`src/rtl/press_conditioner_pkg.sv`:
```
// ============================================================================
// Module      : press_conditioner_pkg
// Description : Shared types and constants for the push-button conditioner.
// Revision    : 1.0 - initial release
// ============================================================================
`default_nettype none

package press_conditioner_pkg;

  typedef enum logic [1:0] {
    IDLE       = 2'd0,
    DB_PRESS   = 2'd1,
    HELD       = 2'd2,
    DB_RELEASE = 2'd3
  } state_t;

  localparam int GLITCH_W = 8;
  localparam logic [GLITCH_W-1:0] GLITCH_MAX = '1;

endpackage

`default_nettype wire

```
`src/rtl/press_conditioner_btn_sync.sv`:
```
// ============================================================================
// Module      : btn_sync
// Description : Two-flop synchronizer for the raw, asynchronous button input.
// Revision    : 1.0 - initial release
// ============================================================================
`default_nettype none

module btn_sync (
  input  logic clk,
  input  logic rst,
  input  logic async_in,
  output logic sync_out
);

  logic r_s1;
  logic r_s2;

  always_ff @(posedge clk) begin
    if (rst) begin
      r_s1 <= 1'b0;
      r_s2 <= 1'b0;
    end else begin
      r_s1 <= async_in;
      r_s2 <= r_s1;
    end
  end

  assign sync_out = r_s2;

endmodule

`default_nettype wire

```
`src/rtl/press_conditioner.sv`:
```
// ============================================================================
// Module      : press_conditioner
// Description : Synchronize, debounce and pulse-shape a push button; exports
//               the debounced level and a saturating rejected-bounce count.
//               Define PRESS_CONDITIONER_REPEAT_EN for auto-repeat while held.
// Revision    : 1.0 - initial release
// ============================================================================
`default_nettype none

module press_conditioner
  import press_conditioner_pkg::*;
#(
  parameter int DEBOUNCE_CYCLES = 4,
  parameter int HOLD_CYCLES     = 8,
  parameter int REPEAT_CYCLES   = 4
) (
  input  logic                clk,
  input  logic                rst,
  input  logic                btn_in,
  output logic                press,
  output logic                btn_level,
  output logic [GLITCH_W-1:0] glitch_cnt
);

  localparam int CNT_W = $clog2(DEBOUNCE_CYCLES + 1);
  localparam logic [CNT_W-1:0] CNT_LAST = CNT_W'(DEBOUNCE_CYCLES - 1);

  logic                w_sync;
  state_t              r_state;
  state_t              w_next;
  logic [CNT_W-1:0]    r_cnt;
  logic [CNT_W-1:0]    w_cnt_next;
  logic                w_glitch;
  logic                w_accept;
  logic                w_reenter;
  logic                w_rep_fire;
  logic                r_press;
  logic [GLITCH_W-1:0] r_glitch_cnt;

  btn_sync u_btn_sync (
    .clk      (clk),
    .rst      (rst),
    .async_in (btn_in),
    .sync_out (w_sync)
  );

  always_comb begin
    w_next     = r_state;
    w_cnt_next = r_cnt;
    w_glitch   = 1'b0;
    w_accept   = 1'b0;
    w_reenter  = 1'b0;
    case (r_state)
      IDLE: begin
        if (w_sync) begin
          w_next     = DB_PRESS;
          w_cnt_next = '0;
        end
      end
      DB_PRESS: begin
        if (!w_sync) begin
          w_next   = IDLE;
          w_glitch = 1'b1;
        end else if (r_cnt == CNT_LAST) begin
          w_next   = HELD;
          w_accept = 1'b1;
        end else begin
          w_cnt_next = r_cnt + 1'b1;
        end
      end
      HELD: begin
        if (!w_sync) begin
          w_next     = DB_RELEASE;
          w_cnt_next = '0;
        end
      end
      DB_RELEASE: begin
        if (w_sync) begin
          w_next    = HELD;
          w_glitch  = 1'b1;
          w_reenter = 1'b1;
        end else if (r_cnt == CNT_LAST) begin
          w_next = IDLE;
        end else begin
          w_cnt_next = r_cnt + 1'b1;
        end
      end
      default: w_next = IDLE;
    endcase
  end

  always_ff @(posedge clk) begin
    if (rst) begin
      r_state      <= IDLE;
      r_cnt        <= '0;
      r_press      <= 1'b0;
      r_glitch_cnt <= '0;
    end else begin
      r_state <= w_next;
      r_cnt   <= w_cnt_next;
      r_press <= w_accept | w_rep_fire;
      if (w_glitch && (r_glitch_cnt != GLITCH_MAX)) begin
        r_glitch_cnt <= r_glitch_cnt + 1'b1;
      end
    end
  end

`ifdef PRESS_CONDITIONER_REPEAT_EN
  localparam int REP_MAX = (HOLD_CYCLES > REPEAT_CYCLES) ? HOLD_CYCLES : REPEAT_CYCLES;
  localparam int REP_W   = $clog2(REP_MAX + 1);
  localparam logic [REP_W-1:0] HOLD_LAST = REP_W'(HOLD_CYCLES - 1);
  localparam logic [REP_W-1:0] REP_LAST  = REP_W'(REPEAT_CYCLES - 1);

  logic [REP_W-1:0] r_rep_cnt;
  logic             r_repeating;

  // First target is the hold delay; after the first repeat the period applies.
  assign w_rep_fire = (r_state == HELD) && w_sync &&
                      (r_rep_cnt == (r_repeating ? REP_LAST : HOLD_LAST));

  always_ff @(posedge clk) begin
    if (rst || w_accept || w_reenter) begin
      r_rep_cnt   <= '0;
      r_repeating <= 1'b0;
    end else if ((r_state == HELD) && w_sync) begin
      if (w_rep_fire) begin
        r_rep_cnt   <= '0;
        r_repeating <= 1'b1;
      end else begin
        r_rep_cnt <= r_rep_cnt + 1'b1;
      end
    end
  end
`else
  // Both parameters are legal only when >= 1, so this folds to constant 0.
  assign w_rep_fire = (HOLD_CYCLES < 0) || (REPEAT_CYCLES < 0);
`endif

  assign press      = r_press;
  assign btn_level  = (r_state == HELD) || (r_state == DB_RELEASE);
  assign glitch_cnt = r_glitch_cnt;

endmodule

`default_nettype wire

```
`config.mk`:
```
export PLATFORM = sky130hd
export DESIGN_NAME = press_conditioner
export DESIGN_NICKNAME = d
export VERILOG_FILES = /design/src/rtl/press_conditioner_pkg.sv /design/src/rtl/press_conditioner_btn_sync.sv /design/src/rtl/press_conditioner.sv
export SDC_FILE = /design/constraint.sdc
export NUM_CORES = 1
export LEC_CHECK = 0
export ABC_AREA = 0
export CORE_UTILIZATION = 50
export DETAILED_ROUTE_END_ITERATION = 12
export MAX_ROUTING_LAYER = met4
export PLACE_DENSITY = 0.83
export SLEW_MARGIN = 25
export SYNTH_ARGS = -nofsm -noshare
export SYNTH_HDL_FRONTEND = slang
export SYNTH_HIERARCHICAL = 1
export SYNTH_SLANG_ARGS = --single-unit
```
`constraint.sdc`:
```
create_clock -name clk -period 1.9 [get_ports clk]
set_input_delay 0.38 -clock clk [delete_from_list [all_inputs] [get_ports clk]]
set_output_delay 0.38 -clock clk [all_outputs]
set_load 0.02 [all_outputs]
```
==> flow_summary.yaml, run 1 <==
sta:
  skew_ns: 0.002624
  relSlewSlack: 0.5447
  whs_ns: 0.4727
  setup_viol: 0
  fmax_mhz: 568.5
  rsz0062_at_grt: "false"
  setup_slack_ns: 0.1409
  tns_ns: 0
  min_period_ns: 1.759
  final_hold_viol_count: 0
  worstMarginPinSlew_ns: 0.6780
  slew_violations: 0
  period_share: 0.9259
worst_hold_path:
  hp-class: "flip-flop to flip-flop"
place:
  io_buffers: 12
  postPlaceCellArea_um2: 897.1
  dp_slack_ns: 0.2017
  hpwl_mm: 1.159
  routabilityCongestion: 0.8429
clock_network:
  cts_tree: "built"
  cts_buffer_depth: 2
  cts_sinks: 16
  cts_resized: 0
  cts-root-buf: "clkbuf_4"
  numCtsBuffers: 3
  postCtsSetupBuffers: 0
  clock_latency_ns: 0.28
  h-tree-depth: 1
  path_clk_slew_ns: 0.09
  hold_buffers: 0
setup_path:
  path_delay_family: "buffers and inverters"
  cpPeakStageDelay_ns: 0.65
  crit_required_ns: 1.52
  critPathMaxFanout: 7
  endpoint_kind: "output pin"
  cp.arrival_ns: 1.38
  cp-start-kind: "flip-flop"
  crit_buf_inv: 1
  path_class: "flip-flop to output pin"
  crit_path_top_delay_cell: "clkdlybuf4s50_1"
  worstPathCellList: "clkdlybuf4s50_1"
power:
  p_leak_uw: 0.0003243
  peakVddDrop_mv: 0.3752
  total_power_uw: 591.5
  power_density_mw_per_mm2: 633.7
route:
  drc: 0
  avgViaCountPerCell: 6.153
  vias: 683
  detail_route.wl_per_cell_um: 14.12
  drt_pre_antenna_iters: 4
  ant_nets: 0
  drt_iter0_drc: 18
  drt_wl_total_mm: 1.567
global_routing:
  grt_overflow: 0
  grt_pass1_vias: 593
  grt_antenna_before_repair: 0
  grt_max_degree: 13
  grtUsageTotal: 0.1991
  grt_first_pass_wirelength_mm: 2.649
yosys:
  synth_cells: 84
  netlist_area_um2: 783.3
  ys_ff_latch: 16
  ys_types: 34
  syn-num-nets: 90
  yosysSeqAreaShare: 0.4089
  syn_avg_cell_area_um2: 9.324
  synth_warnings: 6
layout:
  final_common_cell: "dfxtp_1"
  diodes: 0
  final_nets: 103
  areaGrowthSynthToFinish_pct: 19.17
  design_area_um2: 933.4
  final_layout_size_suffix_gt1_frac: 0.08333
  layout_common_cells: "16 x dfxtp_1, 12 x clkdlybuf4s50_1, 5 x nor2b_1"
floorplanning:
  dieArea_mm2: 0.001729
  rows: 13
  start_util: 0.5665
  core_area_mm2: 0.001383
  die_x_um: 41.58
  ioPinCount: 13
  die_y_um: 41.58
run_status:
  status: "finished, final reports clean"
flow_run:
  cap_violations: 0
[final cells by class]
class	count	area, µm²
clock buffers	4	36.28
multi-input cells	59	415.4
well taps	15	18.77
fillers	121	449.2
repair buffers	13	127.6
inverters	4	15.01
flip-flops and latches	16	320.3
[registers in the layout (all words and copies together), names as in the netlist, named ones only]
| signal | flops |
|---|---|
| glitch_cnt | 8 |
| press | 1 |
| u_btn_sync/sync_out | 1 |
| r_cnt | 3 |
| r_state | 1 |
| u_btn_sync/r_s1 | 1 |
[logic make-up after synthesis]
group	count (synthesis)	synth area share
xor+xnor	2	0.02237
simple gates	31	0.2236
buf+inv	9	0.06070
fa+ha+maj	3	0.04793
compound gates	20	0.1901
mux	3	0.04632
flops	16	0.4089
[per-stage QoR]
| stage | instances | utilization |
|---|---|---|
| after global placement | 107 | 0.6489 |
| final | 111 | 0.6751 |
| after global routing | 111 | 0.6751 |
| after floorplan | 84 | - |
| after CTS | 111 | 0.6751 |
| after detailed placement | 107 | 0.6489 |
[worst paths after layout]
check | startpoint | endpoint | slack, ns | depth (start not counted)
min | u_btn_sync/r_s1$_SDFF_PP0_ | u_btn_sync/sync_out$_SDFF_PP0_ | 0.47 | 1
max | glitch_cnt[2]$_SDFFE_PP0P_ | glitch_cnt[2] | 0.14 | 1
min reg2reg | u_btn_sync/r_s1$_SDFF_PP0_ | u_btn_sync/sync_out$_SDFF_PP0_ | 0.47 | 1
max reg2reg | glitch_cnt[0]$_SDFFE_PP0P_ | glitch_cnt[0]$_SDFFE_PP0P_ | 0.24 | 4
[synthesized netlist by cell type, drive strengths merged]
cell | number | area (µm²)
buf | 2 | 16.26
and2 | 2 | 12.51
mux2 | 2 | 26.27
a2111oi | 3 | 32.53
o41a | 1 | 11.26
xor2 | 1 | 8.760
nor3 | 2 | 10.01
a41oi | 1 | 8.760
nor4b | 1 | 8.760
inv | 4 | 15.01
and3 | 3 | 18.77
nand4 | 1 | 6.260
a211oi | 5 | 42.54
nor4 | 1 | 6.260
and4 | 1 | 8.760
ha | 3 | 37.54
dfxtp | 16 | 320.3
nor2b | 5 | 31.28
nor2 | 4 | 15.01
or4 | 2 | 15.01
nand3 | 3 | 15.01
xnor2 | 1 | 8.760
mux2i | 1 | 10.01
clkbuf | 2 | 7.510
a21oi | 4 | 20.02
o21ai | 3 | 15.01
a31oi | 3 | 18.77
dlygate4sd1 | 1 | 8.760
nand2b | 2 | 12.51
nand2 | 4 | 15.01
[layer usage]
layer | wire, µm | share of wire | track usage
met1 | 768 | 0.49 | 0.2548
met5 | 0 | 0 | -
met2 | 734 | 0.47 | 0.3188
met3 | 57 | 0.036 | 0.03913
met4 | 6 | 0.0038 | 0.05806
[where the power goes]
part / internal (µW) / switching (µW)
clock network: 117 / 105
registers: 339 / 3.94
logic: 12.4 / 14.6
total: 468 / 124
Note: power is estimated with default switching activity, not from simulation.
==> run 2, diff against run 1 <==
CORE_MARGIN = 4   (was unset)
CORE_UTILIZATION = 45   (was 50)
CTS_CLUSTER_SIZE = 24   (was unset)
PLACE_DENSITY = 0.79   (was 0.83)
clock period = 1.6 ns   (was 1.9 ns; I/O delays follow)
==> run 2 against run 1 <==
Compared with the run above: register-to-register slack worse by 0.14 ns; routed wire length is 0.96% lower; final area is 2.4% higher; sequential cell count stayed put; clock power is 24% higher; largest cell class unchanged.
==> flow_summary.yaml, run 2 (same netlist as run 1, synthesis figures left out) <==
run_status:
  status: "finished, final reports clean"
setup_path:
  worstRegToRegCells: 3
  crit_buf_inv: 1
  r2r_end: "glitch_cnt[5]$_SDFFE_PP0P_"
  cp-start-kind: "flip-flop"
  reg2reg_setup_slack_ns: 0.10
  path_class: "flip-flop to output pin"
  critPathMaxFanout: 1
  path_delay_family: "buffers and inverters"
  cpPeakStageDelay_ns: 0.60
  endpoint_kind: "output pin"
  crit_path_top_delay_cell: "clkdlybuf4s50_1"
  crit_required_ns: 1.28
  crit_path_start: "press$_SDFF_PP0_"
  cp.arrival_ns: 1.21
  crit_cells: 1
  worstPathCellList: "clkdlybuf4s50_1"
floorplanning:
  ioPinCount: 13
  rows: 14
  start_util: 0.4968
  die_x_um: 49.72
  die_y_um: 49.72
  dieArea_mm2: 0.002472
  core_area_mm2: 0.001577
route:
  drt_iter0_drc: 18
  topRoutingLayerUsed: "met4"
  drt-met1-wl_um: 768
  ant_nets: 0
  detail_route.wl_per_cell_um: 13.38
  drt_wl_total_mm: 1.552
  wl_met3_um: 49
  avgViaCountPerCell: 5.888
  vias: 683
  wl_met2_um: 717
  drc: 0
  drt_pre_antenna_iters: 4
layout:
  areaGrowthSynthToFinish_pct: 22.04
  stdcell_count: 116
  final_nets: 107
  design_area_um2: 955.9
  multiInputGateArea_um2: 417.9
  regArea_um2: 320.3
  largest_reg_flops: 8
  fill_cells: 150
  diodes: 0
  layout_common_cells: "16 x dfxtp_1, 9 x dlygate4sd2_1, 5 x nor2b_1, 5 x buf_4"
  final_layout_size_suffix_gt1_frac: 0.1300
  final_common_cell: "dfxtp_1"
place:
  postPlaceCellArea_um2: 930.9
  place_inst: 112
  dp_slack_ns: 0.07823
  io_buffers: 12
  routabilityCongestion: 0.7265
  hpwl_mm: 1.187
clock_network:
  hold_buffers: 0
  numCtsBuffers: 3
  cts-root-buf: "clkbuf_4"
  path_clk_slew_ns: 0.10
  cts_buffer_depth: 2
  cts_tree: "built"
  cts_sinks: 16
  h-tree-depth: 1
  clock_latency_ns: 0.29
sta:
  period_share: 0.9579
  tns_ns: 0
  rsz0062_at_grt: "true"
  setup_slack_ns: 0.06742
  setup_viol: 0
  worstMarginPinSlew_ns: 0.6796
  relSlewSlack: 0.5437
  slew_violations: 0
  skew_ns: 0.003897
  fmax_mhz: 652.5
  final_hold_viol_count: 0
  min_period_ns: 1.533
  whs_ns: 0.4609
global_routing:
  grt_pass1_vias: 650
  grt_first_pass_wirelength_mm: 2.780
  grtUsageTotal: 0.1450
  grt_antenna_before_repair: 0
  grt_max_degree: 13
  grt_overflow: 0
power:
  power_density_mw_per_mm2: 746.7
  peakVddDrop_mv: 0.5248
  p_leak_uw: 0.0003864
worst_hold_path:
  worstHoldStart: "u_btn_sync/r_s1$_SDFF_PP0_"
  hold_path_end: "u_btn_sync/sync_out$_SDFF_PP0_"
  hold_path_depth: 1
  hp-class: "flip-flop to flip-flop"
flow_run:
  cap_violations: 0
[run 2: power breakdown]
group          internal, µW  leakage, µW  switching, µW
logic                  14.8     0.000236           17.9
registers               402     0.000129           3.59
clock network           139    0.0000210            137
[run 2: cell type report]
cell class	instances	share of cell area
Timing Repair Buffer	17	0.1531
Sequential cell	16	0.3351
Tap cell	16	0.02094
Inverter	4	0.01571
Multi-Input combinational cell	59	0.4372
Clock buffer	4	0.03796
[run 2: worst max path at each step]
| stage | to | slack, ns |
|---|---|---|
| 6_report | press | 0.07 |
| 3_5_place_dp | glitch_cnt[0]$_SDFFE_PP0P_ | 0.08 |
| 4_1_cts | press | 0.06 |
| 5_1_grt | glitch_cnt[5]$_SDFFE_PP0P_ | -0.002 |
| 3_3_place_gp | glitch_cnt[0]$_SDFFE_PP0P_ | 0.10 |
| 2_1_floorplan | glitch_cnt[0]$_SDFFE_PP0P_ | 0.02 |
[run 2: what timing repair did]
item,4_1_cts,5_1_grt
gates cloned,0,0
buffers inserted,0,0
endpoints found under the setup margin,9,2
pin swaps,0,1
resized for setup,9,0
[run 2: worst reg2reg max path, cell delays in order, from the launching register on]
cell and delay [ns]:
dfxtp_1 0.43, xor2_1 0.22, a2111oi_2 0.39, mux2_1 0.35
[run 2: layer usage]
layer,global-route usage,up-vias
met1,0.1937,321
met4,0.06912,0
met3,0.01807,4
li1,-,345
met2,0.2159,13
met5,-,-
[run 2: through the flow]
| stage | utilization | power [µW] |
|---|---|---|
| final | 0.6063 | 713.8 |
| after global routing | 0.6063 | 743.2 |
| after CTS | 0.6063 | 715.9 |
| after detailed placement | 0.5905 | 448.3 |
| after global placement | 0.5905 | 447.8 |
| after floorplan | - | 437.4 |
==> run 3, diff against run 2 <==
CORE_UTILIZATION = 53   (was 45)
CTS_CLUSTER_SIZE = 14   (was 24)
DONT_BUFFER_PORTS = 1   (was unset)
PLACE_DENSITY = 0.78   (was 0.79)
==> run 3 against run 2 <==
Compared with the run above: sequential power about the same; sequential share of layout area is 1.9 points higher; routed wire length rose by 1.1%; critical endpoint is now glitch_cnt[0]$_SDFFE_PP0P_; global-route usage is 3.0 points higher.
==> flow_summary.yaml, run 3 (same netlist as run 1, synthesis figures left out) <==
place:
  routabilityCongestion: 0.8131
  place_inst: 107
  hpwl_mm: 1.160
  io_buffers: 0
clock_network:
  clock_latency_ns: 0.29
  postCtsSetupBuffers: 0
  cts_resized: 0
  cts-root-buf: "clkbuf_4"
  numCtsBuffers: 3
  h-tree-depth: 1
  hold_buffers: 0
  cts_tree: "built"
  cts_buffer_depth: 2
  path_clk_slew_ns: 0.10
  cts_sinks: 16
setup_path:
  endpoint_kind: "flip-flop"
  path_delay_family: "compound AO/OA/AOI/OAI gates"
  crit_required_ns: 1.79
  cp-start-kind: "flip-flop"
  path_class: "flip-flop to flip-flop"
  crit_path_top_delay_cell: "a211oi_2"
  worstPathCellList: "ha_2 -> and3_1 -> a211oi_2 -> mux2_4"
  critPathMaxFanout: 4
  cpPeakStageDelay_ns: 0.35
  cp.arrival_ns: 1.70
  crit_buf_inv: 0
global_routing:
  grtUsageTotal: 0.1751
  grt_first_pass_wirelength_mm: 2.622
  grt_pass1_vias: 614
  grt_antenna_before_repair: 0
  grt_max_degree: 20
  grt_overflow: 0
route:
  drt_iter0_drc: 15
  drt_pre_antenna_iters: 4
  avgViaCountPerCell: 6.144
  drt_wl_total_mm: 1.569
  drc: 0
  detail_route.wl_per_cell_um: 14.14
  vias: 682
  ant_nets: 0
sta:
  period_share: 0.9462
  final_hold_viol_count: 0
  tns_ns: 0
  rsz0062_at_grt: "false"
  relSlewSlack: 0.6904
  fmax_mhz: 660.5
  min_period_ns: 1.514
  skew_ns: 0.007895
  slew_violations: 0
  setup_viol: 0
  worstMarginPinSlew_ns: 0.4628
layout:
  diodes: 0
  final_layout_size_suffix_gt1_frac: 0.2188
  layout_common_cells: "16 x dfxtp_1, 13 x buf_4, 5 x nor2b_1"
  final_common_cell: "dfxtp_1"
  largest_reg_flops: 8
  fill_cells: 109
  final_nets: 103
  stdcell_count: 111
  areaGrowthSynthToFinish_pct: 15.66
run_status:
  status: "finished, final reports clean"
floorplanning:
  ioPinCount: 13
  core_area_mm2: 0.001350
  die_y_um: 46.44
  start_util: 0.5802
  rows: 13
  die_x_um: 46.44
  dieArea_mm2: 0.002157
power:
  peakVddDrop_mv: 0.5580
  power_density_mw_per_mm2: 774.4
  p_leak_uw: 0.0003442
worst_hold_path:
  hp-class: "input pin to flip-flop"
flow_run:
  cap_violations: 0
==> run 3: per-stage QoR <==
| step | util | instance area [µm²] | hold WS [ns] | total power [µW] | setup slack (ns) |
|---|---|---|---|---|---|
| floorplan | - | 785.8 | 0.3916 | 437.4 | 0.01559 |
| global placement | 0.6441 | 869.6 | 0.3915 | 438.0 | 0.1428 |
| detailed placement | 0.6441 | 869.6 | 0.3934 | 438.7 | 0.09304 |
| CTS | 0.6710 | 905.9 | 0.08121 | 707.7 | 0.07924 |
| global route | 0.6710 | 905.9 | 0.06780 | 734.1 | 0.03299 |
| finish | 0.6710 | 905.9 | 0.08381 | 701.5 | 0.08601 |
==> run 3: final timing paths <==
check / from / endpoint / slack [ns] / depth (start not counted)
min reg2reg: u_btn_sync/r_s1$_SDFF_PP0_ / u_btn_sync/sync_out$_SDFF_PP0_ / 0.45 / 1
max: glitch_cnt[0]$_SDFFE_PP0P_ / glitch_cnt[0]$_SDFFE_PP0P_ / 0.09 / 4
min: rst / glitch_cnt[4]$_SDFFE_PP0P_ / 0.08 / 1
max reg2reg: glitch_cnt[0]$_SDFFE_PP0P_ / glitch_cnt[0]$_SDFFE_PP0P_ / 0.09 / 4
==> run 3: power breakdown <==
part           total, µW  internal [µW]  switching, µW
registers            405            402           2.62
logic               24.7           11.9           12.8
clock network        272            139            133
==> run 3: final cells by class <==
class | instances | area (µm²) | area share
inverters | 4 | 15.01 | 0.01657
flip-flops and latches | 16 | 320.3 | 0.3536
clock buffers | 4 | 36.28 | 0.04006
repair buffers | 13 | 97.59 | 0.1077
well taps | 15 | 18.77 | 0.02072
multi-input cells | 59 | 417.9 | 0.4613
==> run 3: per-layer routing <==
metal | part of all wire | wire (µm) | vias up | GRT usage
li1 | - | - | 333 | -
met1 | 0.46 | 727 | 327 | 0.2300
met4 | 0.014 | 22 | 0 | 0.08523
met5 | 0 | 0 | - | -
met3 | 0.064 | 101 | 2 | 0.02734
met2 | 0.46 | 718 | 20 | 0.2582
==> patch, RTL diff (settings of run 1) <==
Build with the macro `PRESS_CONDITIONER_REPEAT_EN` defined.
--- a/src/rtl/press_conditioner.sv
+++ b/src/rtl/press_conditioner.sv
@@ -7,4 +7,6 @@
 // ============================================================================
 `default_nettype none
+
+`define PRESS_CONDITIONER_REPEAT_EN
 
 module press_conditioner
Function: no difference found for any inputs over 10 cycles, from zero or initial values and one cycle with rst high; that may be too few to reach the edited logic, so the function may still have changed.
==> patch against run 1 <==
Wire length grew 25%. Power grew 17%. Non-clock buffer count grew 4. Combinational power grew 23%. Synthesized area grew 26%. Critical path depth is the same. Maximum frequency shrank 1.5%. Sequential share of layout area grew 1.7 points. Sequential cell count grew 5. Final area grew 26%. Setup slack lost 27 ps. Critical path type unchanged. Critical endpoint is now glitch_cnt[4]. Largest cell class unchanged. Highest routed layer unchanged.
==> patch: results (changes against run 1) <==
The min-delay analysis places its worst path in the category reg2reg. The number of violations reported at the end of detailed-routing iteration 0 was 16 (-2); the number of buffers between clock root and the deepest sink was 2 (unchanged). The first-pass GRT wire length was 3280 um (+24%); the peak supply drop was 0.000463 V (+23%). The cell family with the largest share of critical-path delay was buffers and inverters.

The register clock-pin slew on the reported worst setup and hold paths was 100 ps. The tools report the cell leakage power as 0.452 nW (+39%). The detailed-route wire length was 1960 um (+25%). The total count of max-transition violations in the final report came out at 0 (unchanged). The maximum number of pins on one net before global-route repair was 12 (-1); the count of buffers added by post-CTS timing repair for setup was 0 (unchanged). The run gives 0.779 (-7.6%) as the final weighted congestion in routability-driven placement. Depth of the CTS H-tree: 1 (unchanged).

The final clock skew was 2.11 ps (-0.512 ps). The clock network latency to the later pin of the worst-skew pair is 300 ps (+20 ps). The part of the Yosys area used for sequential elements is 42.7% (+1.9 points). The number of global-route vias before repair is 758 (+28%), and the required time reported for the critical path endpoint is 1520 ps (about the same). The detailed placer's ending HPWL is 1460 um (+26%). The ratio of cells with drive above 1 in the final layout is 11.0% (+2.7 points). The run gives 148 (+38%) as the number of instances in the placed design. The run gives 22.8% (+2.9 points) as the overall global routing resource usage. The total number of vias was 828 (+21%); the number of buffers inserted by port buffering was 12 (unchanged). For the count of cell types in the netlist, the log shows 29 (-15%). Sorting the synthesized cells by how often they occur yields 21 x dfxtp_1, 13 x nand2_1, 12 x a21oi_1. The max-capacitance violation count was 0 (unchanged). The run finished with clean final reports.

The wire length per cell after detailed routing is 12.9 um (-8.8%), and the number of iterations in the first detailed-routing pass is 5 (+1). The maximum fanout along the worst path is 6 (-1). The largest incremental delay on the critical path is 650 ps (about the same), and the post-synth net total is 119 (+32%). The transition time at the pin with the least slew margin came out at 478 ps (-200 ps). After synthesis, the cell types taking the most area are dfxtp_1 43%, ha_1 6.4%, a21oi_1 6.1%. The mean instance size in the synthesized netlist is 8.86 um2 (-5.0%), and the post-place setup slack is 139 ps (-63.0 ps).

The layout net count was 136 (+32%); the flip-flop count of the largest register, all copies and words added was 8 (unchanged).
patch: final cells by class:
class | count | area (um2)
fill | 152 | 607
multi-input combinational | 82 | 523
sequential | 21 | 424
timing repair buffer | 17 | 160
tap | 25 | 31.3
clock buffer | 4 | 26.3
inverter | 3 | 11.3
patch: worst paths after layout:
check | from | endpoint | slack, ps | cells past startpoint
setup / recovery | glitch_cnt[4] | glitch_cnt[4] | 110 | 1
hold / removal | u_btn_sync/r_s1 | u_btn_sync/sync_out | 450 | 1
setup reg to reg | glitch_cnt[1] | glitch_cnt[6] | 180 | 5
hold reg to reg | u_btn_sync/r_s1 | u_btn_sync/sync_out | 450 | 1
patch: metal layers:
| layer | vias up | wire length (um) | track usage [%] |
|---|---|---|---|
| met5 | - | 0 | - |
| met4 | 0 | 55 | 14.1 |
| met3 | 4 | 58 | 3.53 |
| met2 | 11 | 981 | 35.0 |
| met1 | 388 | 861 | 27.6 |
| li1 | 425 | - | - |
patch: cell families (layout without fill, tap and decap cells):
kind of cell             after synthesis  count (layout)  synth area share [%]
flip-flops                            21              21                  42.7
XOR/XNOR                               5               5                  5.98
multiplexers                           2               2                  2.04
AO/OA/AOI/OAI                         24              24                  14.2
buffers and inverters                  8              24                  4.07
adder cells (fa/ha/maj)                5               5                  6.36
AND/OR/NAND/NOR                       46              46                  24.6
patch: through the flow:
step           instance area (um2)  util (%)  hold WS [ps]
2_1_floorplan                  983         -           414
3_3_place_gp                  1140      64.1           452
3_5_place_dp                  1140      64.1           450
4_1_cts                       1170      65.7           461
5_1_grt                       1180      66.0           469
6_report                      1180      66.0           452
patch: where the power goes:
part           switching (mW)  internal [mW]
Combinational          0.0184         0.0149
Clock                   0.128         0.0819
Sequential            0.00310          0.444
Total                   0.149          0.541
patch: what timing repair did:
action / CTS / global route
resized for setup: 1 / 3
setup endpoints to repair: 1 / 2
hold buffers: 0 / 0
pin swaps: 0 / 0
